--- config.mk ---
export PLATFORM = sky130hd
export DESIGN_NAME = gpio_pin_sel_regs
export DESIGN_NICKNAME = d
export VERILOG_FILES = /design/src/rtl/gpio_pin_sel_regs.sv
export SDC_FILE = /design/constraint.sdc
export NUM_CORES = 1
export LEC_CHECK = 0
export BUFFER_PORTS_ARGS = -buffer_cell sky130_fd_sc_hd__buf_2
export CELL_PAD_IN_SITES_DETAIL_PLACEMENT = 0
export CELL_PAD_IN_SITES_GLOBAL_PLACEMENT = 2
export CORE_UTILIZATION = 35
export DETAILED_ROUTE_END_ITERATION = 8
export PLACE_DENSITY_LB_ADDON = 0.1
export SYNTH_ARGS = -nofsm -noshare
export SYNTH_HDL_FRONTEND = slang
export SYNTH_SLANG_ARGS = --single-unit
export TNS_END_PERCENT = 100
--- constraint.sdc ---
create_clock -name clk_i -period 2.7 [get_ports clk_i]
set_input_delay 0.135 -clock clk_i [delete_from_list [all_inputs] [get_ports clk_i]]
set_output_delay 0.135 -clock clk_i [all_outputs]
set_load 0.01 [all_outputs]
--- src/rtl/gpio_pin_sel_regs.sv ---
// GPIO pin design-select register bank (Wishbone slave).
//
// Holds a 4-bit design-select code for each of 38 GPIO pins and drives the
// select and oeb-override inputs of the downstream GPIO mux. When a write
// changes a pin's owner, that pin is forced tri-state for a guard interval.
// The new select is then committed, and the pin is released one cycle later.
// This way two designs never drive the same pad at the same time.
//
// Ports:
//   clk_i, nrst_i         clock, asynchronous active-low reset
//   adr_i/dat_i/sel_i     Wishbone byte address, write data, byte enables
//   we_i/cyc_i/stb_i      Wishbone write enable, cycle, strobe
//   ack_o/dat_o           single-cycle acknowledge, registered read data
//   pin_sel_flat          committed select per pin, pin p at [4p+3:4p]
//   force_oeb             per-pin tri-state override to the mux
//   busy_o                a handoff is in progress
module gpio_pin_sel_regs #(
  parameter int unsigned NUM_TEAMS    = 12,
  parameter int unsigned GUARD_CYCLES = 4,
  parameter logic [31:0] BASE_ADDR    = 32'h3000_0000
) (
  input  logic         clk_i,
  input  logic         nrst_i,
  input  logic [31:0]  adr_i,
  input  logic [31:0]  dat_i,
  input  logic [3:0]   sel_i,
  input  logic         we_i,
  input  logic         cyc_i,
  input  logic         stb_i,
  output logic         ack_o,
  output logic [31:0]  dat_o,
  output logic [151:0] pin_sel_flat,
  output logic [37:0]  force_oeb,
  output logic         busy_o
);

  localparam int unsigned NumPins = 38;
  localparam int unsigned CntW    = (GUARD_CYCLES > 1) ? $clog2(GUARD_CYCLES) : 1;
  localparam logic [CntW-1:0] CntLoad = CntW'(GUARD_CYCLES - 1);
  localparam logic [3:0] MaxCode = 4'(NUM_TEAMS);

  typedef enum logic [1:0] {StIdle, StGuard, StCommit} state_e;

  state_e state_q, state_d;

  logic [151:0]    shadow_q, shadow_d;
  logic [151:0]    pin_sel_q, pin_sel_d;
  logic [37:0]     force_q, force_d;
  logic [CntW-1:0] cnt_q, cnt_d;
  logic            ack_q, ack_d;
  logic [31:0]     dat_q, dat_d;

  // Address decode. The low two address bits carry no information for word access.
  logic       in_win, req, sel_word, stall, accept, sel_wr, busy;
  logic [2:0] word;
  logic       unused_adr;

  assign unused_adr = ^adr_i[1:0];
  assign in_win     = (adr_i[31:5] == BASE_ADDR[31:5]);
  assign word       = adr_i[4:2];
  assign req        = cyc_i & stb_i & in_win;
  assign sel_word   = (word <= 3'd4);
  assign busy       = (state_q != StIdle);
  // Select writes wait for the handoff to finish; everything else is serviced.
  assign stall      = we_i & sel_word & busy;
  // ~ack_q keeps a request held through its ack cycle from being acked twice.
  assign accept     = req & ~ack_q & ~stall;
  assign sel_wr     = accept & we_i & sel_word;

  // Shadow merged with the incoming write, and the pins whose owner it changes.
  logic [151:0] merged;
  logic [37:0]  changed;

  for (genvar gp = 0; gp < NumPins; gp++) begin : g_pin
    localparam int unsigned K = gp / 8;
    localparam int unsigned J = gp % 8;
    logic [3:0] field;
    logic       hit;
    assign field = dat_i[4*J +: 4];
    assign hit   = (word == 3'(K)) & sel_i[J/2];
    // Out-of-range codes fall back to the housekeeping design (0).
    assign merged[4*gp +: 4] = hit ? ((field > MaxCode) ? 4'h0 : field)
                                   : shadow_q[4*gp +: 4];
    assign changed[gp] = (merged[4*gp +: 4] != pin_sel_q[4*gp +: 4]);
  end

  // Read mux returns committed selects, never the pending shadow.
  logic [159:0] sel_pad;
  logic [31:0]  rd_data;

  assign sel_pad = {8'h00, pin_sel_q};

  always_comb begin
    rd_data = '0;
    unique case (word)
      3'd0:    rd_data = sel_pad[31:0];
      3'd1:    rd_data = sel_pad[63:32];
      3'd2:    rd_data = sel_pad[95:64];
      3'd3:    rd_data = sel_pad[127:96];
      3'd4:    rd_data = sel_pad[159:128];
      3'd5:    rd_data = {31'b0, busy};
      default: rd_data = '0;
    endcase
  end

  // FSM state register.
  always_ff @(posedge clk_i or negedge nrst_i) begin
    if (!nrst_i) begin
      state_q <= StIdle;
    end else begin
      state_q <= state_d;
    end
  end

  // FSM next state.
  always_comb begin
    state_d = state_q;
    unique case (state_q)
      StIdle:   if (sel_wr && (|changed)) state_d = StGuard;
      StGuard:  if (cnt_q == '0) state_d = StCommit;
      StCommit: state_d = StIdle;
      default:  state_d = StIdle;
    endcase
  end

  // FSM outputs and datapath next state.
  always_comb begin
    shadow_d  = shadow_q;
    pin_sel_d = pin_sel_q;
    force_d   = force_q;
    cnt_d     = cnt_q;
    ack_d     = accept;
    dat_d     = (accept && !we_i) ? rd_data : '0;
    unique case (state_q)
      StIdle: begin
        if (sel_wr) begin
          shadow_d = merged;
          if (|changed) begin
            force_d = force_q | changed;
            cnt_d   = CntLoad;
          end
        end
      end
      StGuard: begin
        // Commit on the way into COMMIT so the new select shows a cycle before release.
        if (cnt_q == '0) begin
          pin_sel_d = shadow_q;
        end else begin
          cnt_d = cnt_q - 1'b1;
        end
      end
      StCommit: force_d = '0;
      default: ;
    endcase
  end

  always_ff @(posedge clk_i or negedge nrst_i) begin
    if (!nrst_i) begin
      shadow_q  <= '0;
      pin_sel_q <= '0;
      force_q   <= '0;
      cnt_q     <= '0;
      ack_q     <= 1'b0;
      dat_q     <= '0;
    end else begin
      shadow_q  <= shadow_d;
      pin_sel_q <= pin_sel_d;
      force_q   <= force_d;
      cnt_q     <= cnt_d;
      ack_q     <= ack_d;
      dat_q     <= dat_d;
    end
  end

  assign ack_o        = ack_q;
  assign dat_o        = dat_q;
  assign pin_sel_flat = pin_sel_q;
  assign force_oeb    = force_q;
  assign busy_o       = busy;

endmodule

* Word-level counts from Yosys, hierarchy flattened
Cells that the tools add are included.
** Word-level totals
- Flip-flop bits (word level) :: 379
- Bits of input ports :: 73
- Logic and storage cells :: 171
** Operators by class
- Add/sub/neg operators :: 1
- $lt $le $gt $ge :: 9
- Equal/unequal tests :: 51
- Multiplexer cells :: 58
- Bitwise logic cells :: 30
- Reduce and logical (&&, ||, !) cells :: 15
** Operator list (count)
- case mux 32 bit (6 select lines) :: 1
- two-way mux 4 bit :: 46
- inequality test 4 bit :: 38
- two-way mux 38 bit :: 2
- case mux 38 bit (2 select lines) :: 1
- OR 38 bit :: 1
- OR reduction 38 bit :: 1
- > comparator 4 bit (second input constant) :: 8
- two-way mux 32 bit :: 1
- AND 1 bit :: 27
- == test 27 x 25 -> 1 bit (second input constant) :: 1
- two-way mux 2 bit :: 5
- inequality test 2 bit (second input constant) :: 5
- case mux 2 bit (2 select lines) :: 2
- == test 3 x 2 -> 1 bit (second input constant) :: 2
- == test 3 bit (second input constant) :: 2
- AND reduction 2 bit :: 3
- nonzero test 2 bit :: 3
- zero test 2 bit :: 2
- AND reduction 4 bit :: 1
- == test 3 x 1 -> 1 bit (second input constant) :: 1
- less-or-equal comparator 3 bit (second input constant) :: 1
- zero test 3 bit :: 1
- AND reduction 3 bit :: 1
- other kinds (6) :: 8

* Depth between registers and ports, before layout
Gate-level depths: netlist (run 1).
- Word-level depth :: 10
- Gate-level depth with buffers :: 12
- Mapped depth without buffers :: 8

* Least setup slack after synthesis (run 1)
OpenSTA, ideal clock, no wires.
- Path type :: input -> register
- Start point :: in adr_i[2]
- End point :: reg state_q[0]
- Data arrival time :: 2.462 ns
- Data required time :: 2.581 ns
- Slack :: 0.119 ns
- Cell stages on the path :: 11
- Path buffers :: 3
- Cells stage by stage :: buf_6 -> clkbuf_1 -> and4b_1 -> clkbuf_1 -> mux2i_1 -> xor2_1 -> nand4_1 -> nor4_1 -> nand4_1 -> nor4_2 -> o21ba_1
** On the way
- Word-level cells in the longest chain between the ends :: 10
** RTL lines
- from (decl) :: line 24 : input logic [31:0] adr_i,
- less-or-equal comparator 3 bit :: line 62 : assign sel_word = (word <= 3'd4);
- AND 1 bit (2 in a row) :: line 65 : assign stall = we_i & sel_word & busy;
- NOT 1 bit :: line 67 : assign accept = req & ~ack_q & ~stall;
- AND 1 bit :: line 67
- AND 1 bit (2 in a row) :: line 68 : assign sel_wr = accept & we_i & sel_word;
- logical AND 1 bit (*) :: line 119 : StIdle: if (sel_wr && (|changed)) state_d = StGuard;
- inequality test 2 bit (no line) (*)
- AND reduction 2 bit (no line) (*)
- to (signal assigned) :: line 109 : state_q <= StIdle;
- to (signal assigned) :: line 111 : state_q <= state_d;
- to (decl) :: line 44 : state_e state_q, state_d;
Mark *: on every way between the ends. The rest lies on a longest branch, timed or not.
A chain may end at the register's enable or synchronous reset.

* Worst setup path after layout (run 1)
Ends and elaborated chain as after synthesis.

==> results of run 1 <==
[tightest hold or removal path, cell delays in order]
cell and delay [ns]:
buf_2 0.10, buf_4 0.11, nand2b_1 0.09, o21ai_0 0.17
[through the flow]
stage	instance area, um2	worst slack [ns]	utilization	cells	hold WS, ns
finish	25500	0.0815	0.460	3432	0.0642
CTS	25500	0.00203	0.460	3432	0.0312
global placement	24000	-0.578	0.433	3351	0.224
detailed placement	24000	-0.602	0.433	3351	0.229
global route	25500	0.00190	0.460	3432	0.0729
floorplan	19700	0.119	-	2177	-0.161
[path summary, 6_finish.rpt]
| path | slack, ns | endpoint | start |
|---|---|---|---|
| worst max-delay path | 0.08 | state_q[0]$_DFFE_PN0P_ | adr_i[2] |
| worst min-delay path | 0.06 | shadow_q[71]$_DFFE_PN0P_ | dat_i[7] |
| worst max register to register | 0.11 | state_q[0]$_DFFE_PN0P_ | shadow_q[111]$_DFFE_PN0P_ |
| worst min register to register | 0.48 | pin_sel_flat[28]$_DFFE_PN0P_ | shadow_q[28]$_DFFE_PN0P_ |
| max in group asynchronous | 1.63 | pin_sel_flat[46]$_DFFE_PN0P_ | nrst_i |
| min in group asynchronous | 0.19 | dat_o[2]$_DFF_PN0_ | nrst_i |
[report_power, final]
group | switching, uW | leakage (uW) | internal (uW) | total (uW)
combinational | 623 | 0.00722 | 405 | 1030
clock | 2520 | 0.000721 | 3520 | 6040
sequential | 0.0000248 | 0.00529 | 5680 | 5680
total | 3140 | 0.0132 | 9600 | 12700
[layout make-up]
cell class	count	area (um2)
fillers	5425	29900
multi-input cells	1634	9650
flip-flops and latches	379	9480
repair buffers	571	3910
clock buffers	65	1330
well taps	748	936
clock inverters	14	106
inverters	21	81.3
[metal layers]
metal  routed length, um  part of all wire  track usage
met1               33200              0.44        0.357
met2               35700              0.48        0.430
met3                3800             0.051       0.0312
met4                2190             0.029       0.0841
met5                  11           0.00015            0
[what timing repair did]
item | 4_1_cts | 5_1_grt
setup endpoints to repair | 7 | 71
endpoints found under the hold margin | 73 | 0
hold buffers | 2 | 0
gates resized for setup | 3 | 5
[kinds of logic after synthesis]
logic type                 Yosys count  share of synthesized area
and+or+nand+nor                    999                      0.225
DFF                                379                      0.481
AOI/OAI and AO/OA                  368                      0.124
muxes                              175                     0.0944
buffers and inverters              164                     0.0341
xor gates and xnor gates            91                     0.0404
adders and majority gates            1                   0.000635
[state kept, by name (all words and copies together), names as in the netlist]
signal,count
cnt_q,2
dat_o,32
force_oeb,38
state_q,2
ack_o,1
shadow_q,152
pin_sel_flat,152
[cells in the final DEF, fill, tap and decap left out, types with 6 or more instances in the layout]
| cell type | count |
|---|---|
| a21boi_1 | 14 |
| a21o_1 | 57 |
| a21oi_1 | 67 |
| a221oi_1 | 24 |
| a22oi_1 | 23 |
| buf_12 | 27 |
| buf_2 | 290 |
| buf_4 | 251 |
| clkbuf_1 | 9 |
| clkbuf_16 | 47 |
| clkbuf_8 | 9 |
| clkinv_2 | 10 |
| dfrtp_1 | 379 |
| inv_1 | 20 |
| mux2_2 | 88 |
| mux2i_1 | 87 |
| nand2_1 | 625 |
| nand2_2 | 6 |
| nand2b_1 | 14 |
| nand3_1 | 61 |
| nand4_1 | 37 |
| nand4bb_1 | 9 |
| nor2_1 | 122 |
| nor3_1 | 58 |
| nor4_1 | 12 |
| nor4bb_2 | 6 |
| o21a_1 | 16 |
| o21ai_0 | 99 |
| o221ai_1 | 56 |
| xnor2_1 | 14 |
| xor2_1 | 77 |
==> reports/metrics.cfg, run 1 <==
[run_status]
status = finished clean

[global_route]
grt_use_total = 0.261
grt_max_degree = 153
grt_pass1_wl_mm = 112
grt_pass1_vias = 17686
antenna_found_initial = 2
gr-total-overflow = 0

[critical_path]
r2r_cells = 7
slowest_delay_ns = 0.42
worstSetupStartpointType = input port
crit_family = simple AND/OR/NAND/NOR gates
crit_path_cell_trace = buf_4 > buf_12 > nor4bb_2 > buf_4 > mux2i_1 > xor2_1 > nand4_1 > nor4_1 > buf_4 > nand4_1 > nor4_2 > o21ba_1
worst-path-stages = 12
crit_slowest_cell = nor4bb_2
critPathRequiredTime_ns = 3.17
worstSetupEndpointType = flop
cp_max_fo = 14
cp_common_cell = buf_4
worstPathArrival_ns = 3.09
worstPathBufferInverterCount = 4
critPathKind = in -> reg

[yosys]
ys_seq_elements = 379
synth_edf_count = 0
synth-warning-count = 0
synth_top_area_cell = dfrtp_1
yosysMostFrequentCell = nand2_1
async_flop_share = 1.00
syn_area_per_cell_um2 = 9.05
netlist_area_mm2 = 0.0197
synth_nets = 2251
synth_cells = 2177
ys.flop_type = dfrtp_1
netlist.area_leader.share = 0.481
synth_cell_types = 54
seq_area_frac_synth = 0.481
ys_top_cells_by_area = dfrtp_1, nand2_1, mux2_2
synth_commonest_cells = nand2_1, dfrtp_1, nor2_1

[clock_network]
post_cts_buffers = 0
clock_path_buffers = 3
cts_buffers = 46
cts_htree_levels = 2
tritoncts = built
cts.reportedPaths.clkPinSlew_ns = 0.06
clock_tree.root_cell = clkbuf_16
numClockSinks = 379
clk_latency_ns = 0.58

[finish]
drive_above_1_share = 0.282
area_growth_pct = 29.4
num_antenna_cells = 0
nets = 2727

[timing]
fin_skew_ns = 0.0203
tightest_slew_ns = 1.20
slew-limit-headroom = 0.195
period_needed_ns = 2.62
finalSetupViolCount = 0
drv_slew = 0
fin_crit_sh = 0.970
hold_violations = 0
fmax_mhz = 382
tns_ns = 0
grt_setup_unrepaired = no

[floorplanning]
die_w_um = 239
core_region_area_mm2 = 0.0554
start_util = 0.356
die_height_um = 239
rows = 86
io_pins = 297
dieArea_mm2 = 0.0573

[pwr]
irDropWorstVdd_uv = 389
p_per_area_mw_per_mm2 = 500
p_leak_uw = 0.0132
power.total_uw = 12700

[detailed_routing]
wire_per_inst_um = 21.8
drtAntennaViolNets = 0
drc = 0
drt_pre_antenna_iters = 5
viasPerCell = 5.28
wirelength_mm = 74.9
drt-initial-drc-count = 1187
vias = 18135

[run]
maxCapViolCount = 0

[min_path]
hold_path_class = in -> reg
worstHoldPathCells = 4

[place]
gp_congestion = 0.917
io_buffers = 294
dpl.hpwl_mm = 54.6

Power figures use the tool's default switching activity.
==> run 2, diff against run 1 <==
==> constraint.sdc (replaced) <==
create_clock -name clk_i -period 2.55 [get_ports clk_i]
set_input_delay 0.1275 -clock clk_i [delete_from_list [all_inputs] [get_ports clk_i]]
set_output_delay 0.1275 -clock clk_i [all_outputs]
set_load 0.01 [all_outputs]
==> run 2 against run 1 <==
  * Die area did not move
  * Wire length increased by 1.9%
  * Critical endpoint unchanged
  * Sequential share of layout area shrank 1.0 points
  * Count of clock-buffer cells in the layout increased by 2
  * Largest power group unchanged
  * Cell area increased by 2.8%
  * Clock skew shrank 0.0073 ns
  * Register-to-register slack barely moved
  * First-iteration DRC count up 5.0%
  * Power is 6.3% higher
  * Flip-flop and latch count did not move
==> reports/metrics.cfg, run 2 (synthesized netlist as in run 1, its figures left out) <==
[run_status]
status = finished clean

[global_route]
grt_pass1_vias = 18344  ; +3.7%
gr-total-overflow = 0  ; unchanged
antenna_found_initial = 0  ; -2
grt_max_degree = 153  ; unchanged
grt_pass1_wl_mm = 114  ; +1.8%
grt_use_total = 0.265  ; +0.00371

[critical_path]
critPathKind = in -> reg
cp_max_fo = 22  ; +8
worstSetupStartpointType = input port
slowest_delay_ns = 0.61  ; +0.19 ns
worstPathArrival_ns = 2.94  ; -0.15 ns
crit_slowest_cell = or4b_4
critPathRequiredTime_ns = 3.02  ; -0.15 ns
worstSetupEndpointType = flop
crit_path_cell_trace = buf_4 > buf_12 > or4b_4 > a21o_1 > o221ai_1 > nand4_1 > nor4_4 > buf_4 > nand4_1 > nor4_4 > o21ba_1

[min_path]
hold_path_class = in -> reg

[detailed_routing]
drt-initial-drc-count = 1246  ; +5.0%
vias = 18598  ; +2.6%
drt_pre_antenna_iters = 5  ; unchanged
wire_per_inst_um = 21.7  ; -0.62%
drtAntennaViolNets = 0  ; unchanged
wirelength_mm = 76.3  ; +1.9%
drc = 0  ; unchanged
viasPerCell = 5.29  ; about the same

[timing]
fmax_mhz = 404
finalSetupViolCount = 0  ; unchanged
tightest_slew_ns = 1.05  ; -0.155 ns
grt_setup_unrepaired = yes
drv_slew = 0  ; unchanged
slew-limit-headroom = 0.297  ; +0.102
fin_skew_ns = 0.0131  ; -0.00726 ns
hold_violations = 0  ; unchanged
period_needed_ns = 2.47
fin_crit_sh = 0.970

[place]
gp_congestion = 0.892  ; -2.8%
dpl.hpwl_mm = 55.7  ; +2.0%
io_buffers = 294  ; unchanged

[finish]
final_core_util = 0.473  ; +0.0127
final_common_cell = nand2_1
nets = 2812  ; +3.1%
drive_above_1_share = 0.308  ; +0.0266
final_cell_mix = nand2_1, dfrtp_1, buf_4
num_antenna_cells = 0  ; unchanged
area_growth_pct = 33.0

[floorplanning]
core_region_area_mm2 = 0.0554  ; unchanged
die_w_um = 239  ; unchanged
io_pins = 297  ; unchanged
start_util = 0.356  ; unchanged
rows = 86  ; unchanged
dieArea_mm2 = 0.0573  ; unchanged
die_height_um = 239  ; unchanged

[pwr]
power_frac_seq = 0.444  ; -0.002
switchingPower_uw = 3350  ; +6.5%
p_leak_uw = 0.0137  ; +3.4%
p_per_area_mw_per_mm2 = 517  ; +3.4%
switching_share = 0.247  ; +0.000454
power.total_uw = 13500  ; +6.3%
power.share.clock = 0.472  ; -0.002
power.internal_uw = 10200  ; +6.2%
comb_power_share = 0.084  ; +0.003
irDropWorstVdd_uv = 363  ; -6.8%

[run]
maxCapViolCount = 0  ; unchanged

[clock_network]
tritoncts = built
cts_htree_levels = 2  ; unchanged
cts.reportedPaths.clkPinSlew_ns = 0.06  ; about the same
clock_tree.root_cell = clkbuf_16
clock_path_buffers = 3  ; unchanged
numClockSinks = 379  ; unchanged
clk_latency_ns = 0.58  ; about the same
cts_buffers = 44  ; -4.3%

run 2: changes by cell type in the layout (fill, tap and decap cells not counted), moves of 5 or more:
cell and change:
buf_4 +87, buf_12 -8, buf_6 +6, a21boi_1 -5
a21boi_2 +5, nand2_1 +5, nand2_2 -5, nor4_1 -5
run 2: layout make-up:
type	count	area [um2]
inverters	21	81.3
repair buffers	658	4500
clock buffers	67	1310
fillers	5438	29200
well taps	748	936
clock inverters	11	108
flip-flops and latches	379	9480
multi-input cells	1634	9790
run 2: what timing repair did:
item	in CTS	in global routing
setup endpoints to repair	6	6
gates resized for setup	7	34
cloned	0	0
pin swaps	1	15
endpoints found under the hold margin	88	0
hold buffers	2	0
buffers inserted	0	11
run 2: critical path, delay by kind of cell:
kind	cells	cell delay (ns)
compound gates	3	0.58
buf+inv	3	0.48
simple gates	5	1.75
run 2: through the flow:
stage / instance area (um2) / std cells / hold slack, ns / setup WS, ns / setup TNS (ns)
after global placement: 24500 / 3427 / 0.176 / -0.717 / -2.04
final: 26200 / 3518 / 0.0489 / 0.0759 / 0
after detailed placement: 24500 / 3427 / 0.176 / -0.762 / -2.34
after CTS: 25900 / 3507 / 0.0830 / 0.00440 / 0
after global routing: 26200 / 3518 / 0.0409 / -0.0470 / -0.0470
after floorplan: 19700 / 2177 / -0.168 / 0.0431 / 0
run 2: power by group through the flow:
stage	registers [uW]	logic (uW)	clock network (uW)
after floorplan	6130	365	0
after global placement	6120	1080	0
after detailed placement	6120	1090	0
after CTS	6010	1110	6540
after global routing	6010	1230	6790
final	6010	1140	6390
run 2: path summary, 6_finish.rpt:
check | startpoint | slack (ns) | depth (start not counted) | end
min in group asynchronous | nrst_i | 0.15 | 2 | pin_sel_flat[150]$_DFFE_PN0P_
hold reg to reg | shadow_q[125]$_DFFE_PN0P_ | 0.49 | 2 | pin_sel_flat[125]$_DFFE_PN0P_
hold / removal | dat_i[26] | 0.05 | 4 | shadow_q[26]$_DFFE_PN0P_
setup / recovery | adr_i[4] | 0.08 | 11 | state_q[0]$_DFFE_PN0P_
max in group asynchronous | nrst_i | 1.57 | 3 | pin_sel_flat[13]$_DFFE_PN0P_
setup reg to reg | pin_sel_flat[131]$_DFFE_PN0P_ | 0.10 | 7 | state_q[0]$_DFFE_PN0P_
run 2: routing by layer:
layer	track usage	up-vias	wire length, um
met5	0	-	0
met4	0.0884	0	2410
met3	0.0386	117	3920
met2	0.426	540	35400
met1	0.365	9279	34500
li1	-	8662	-
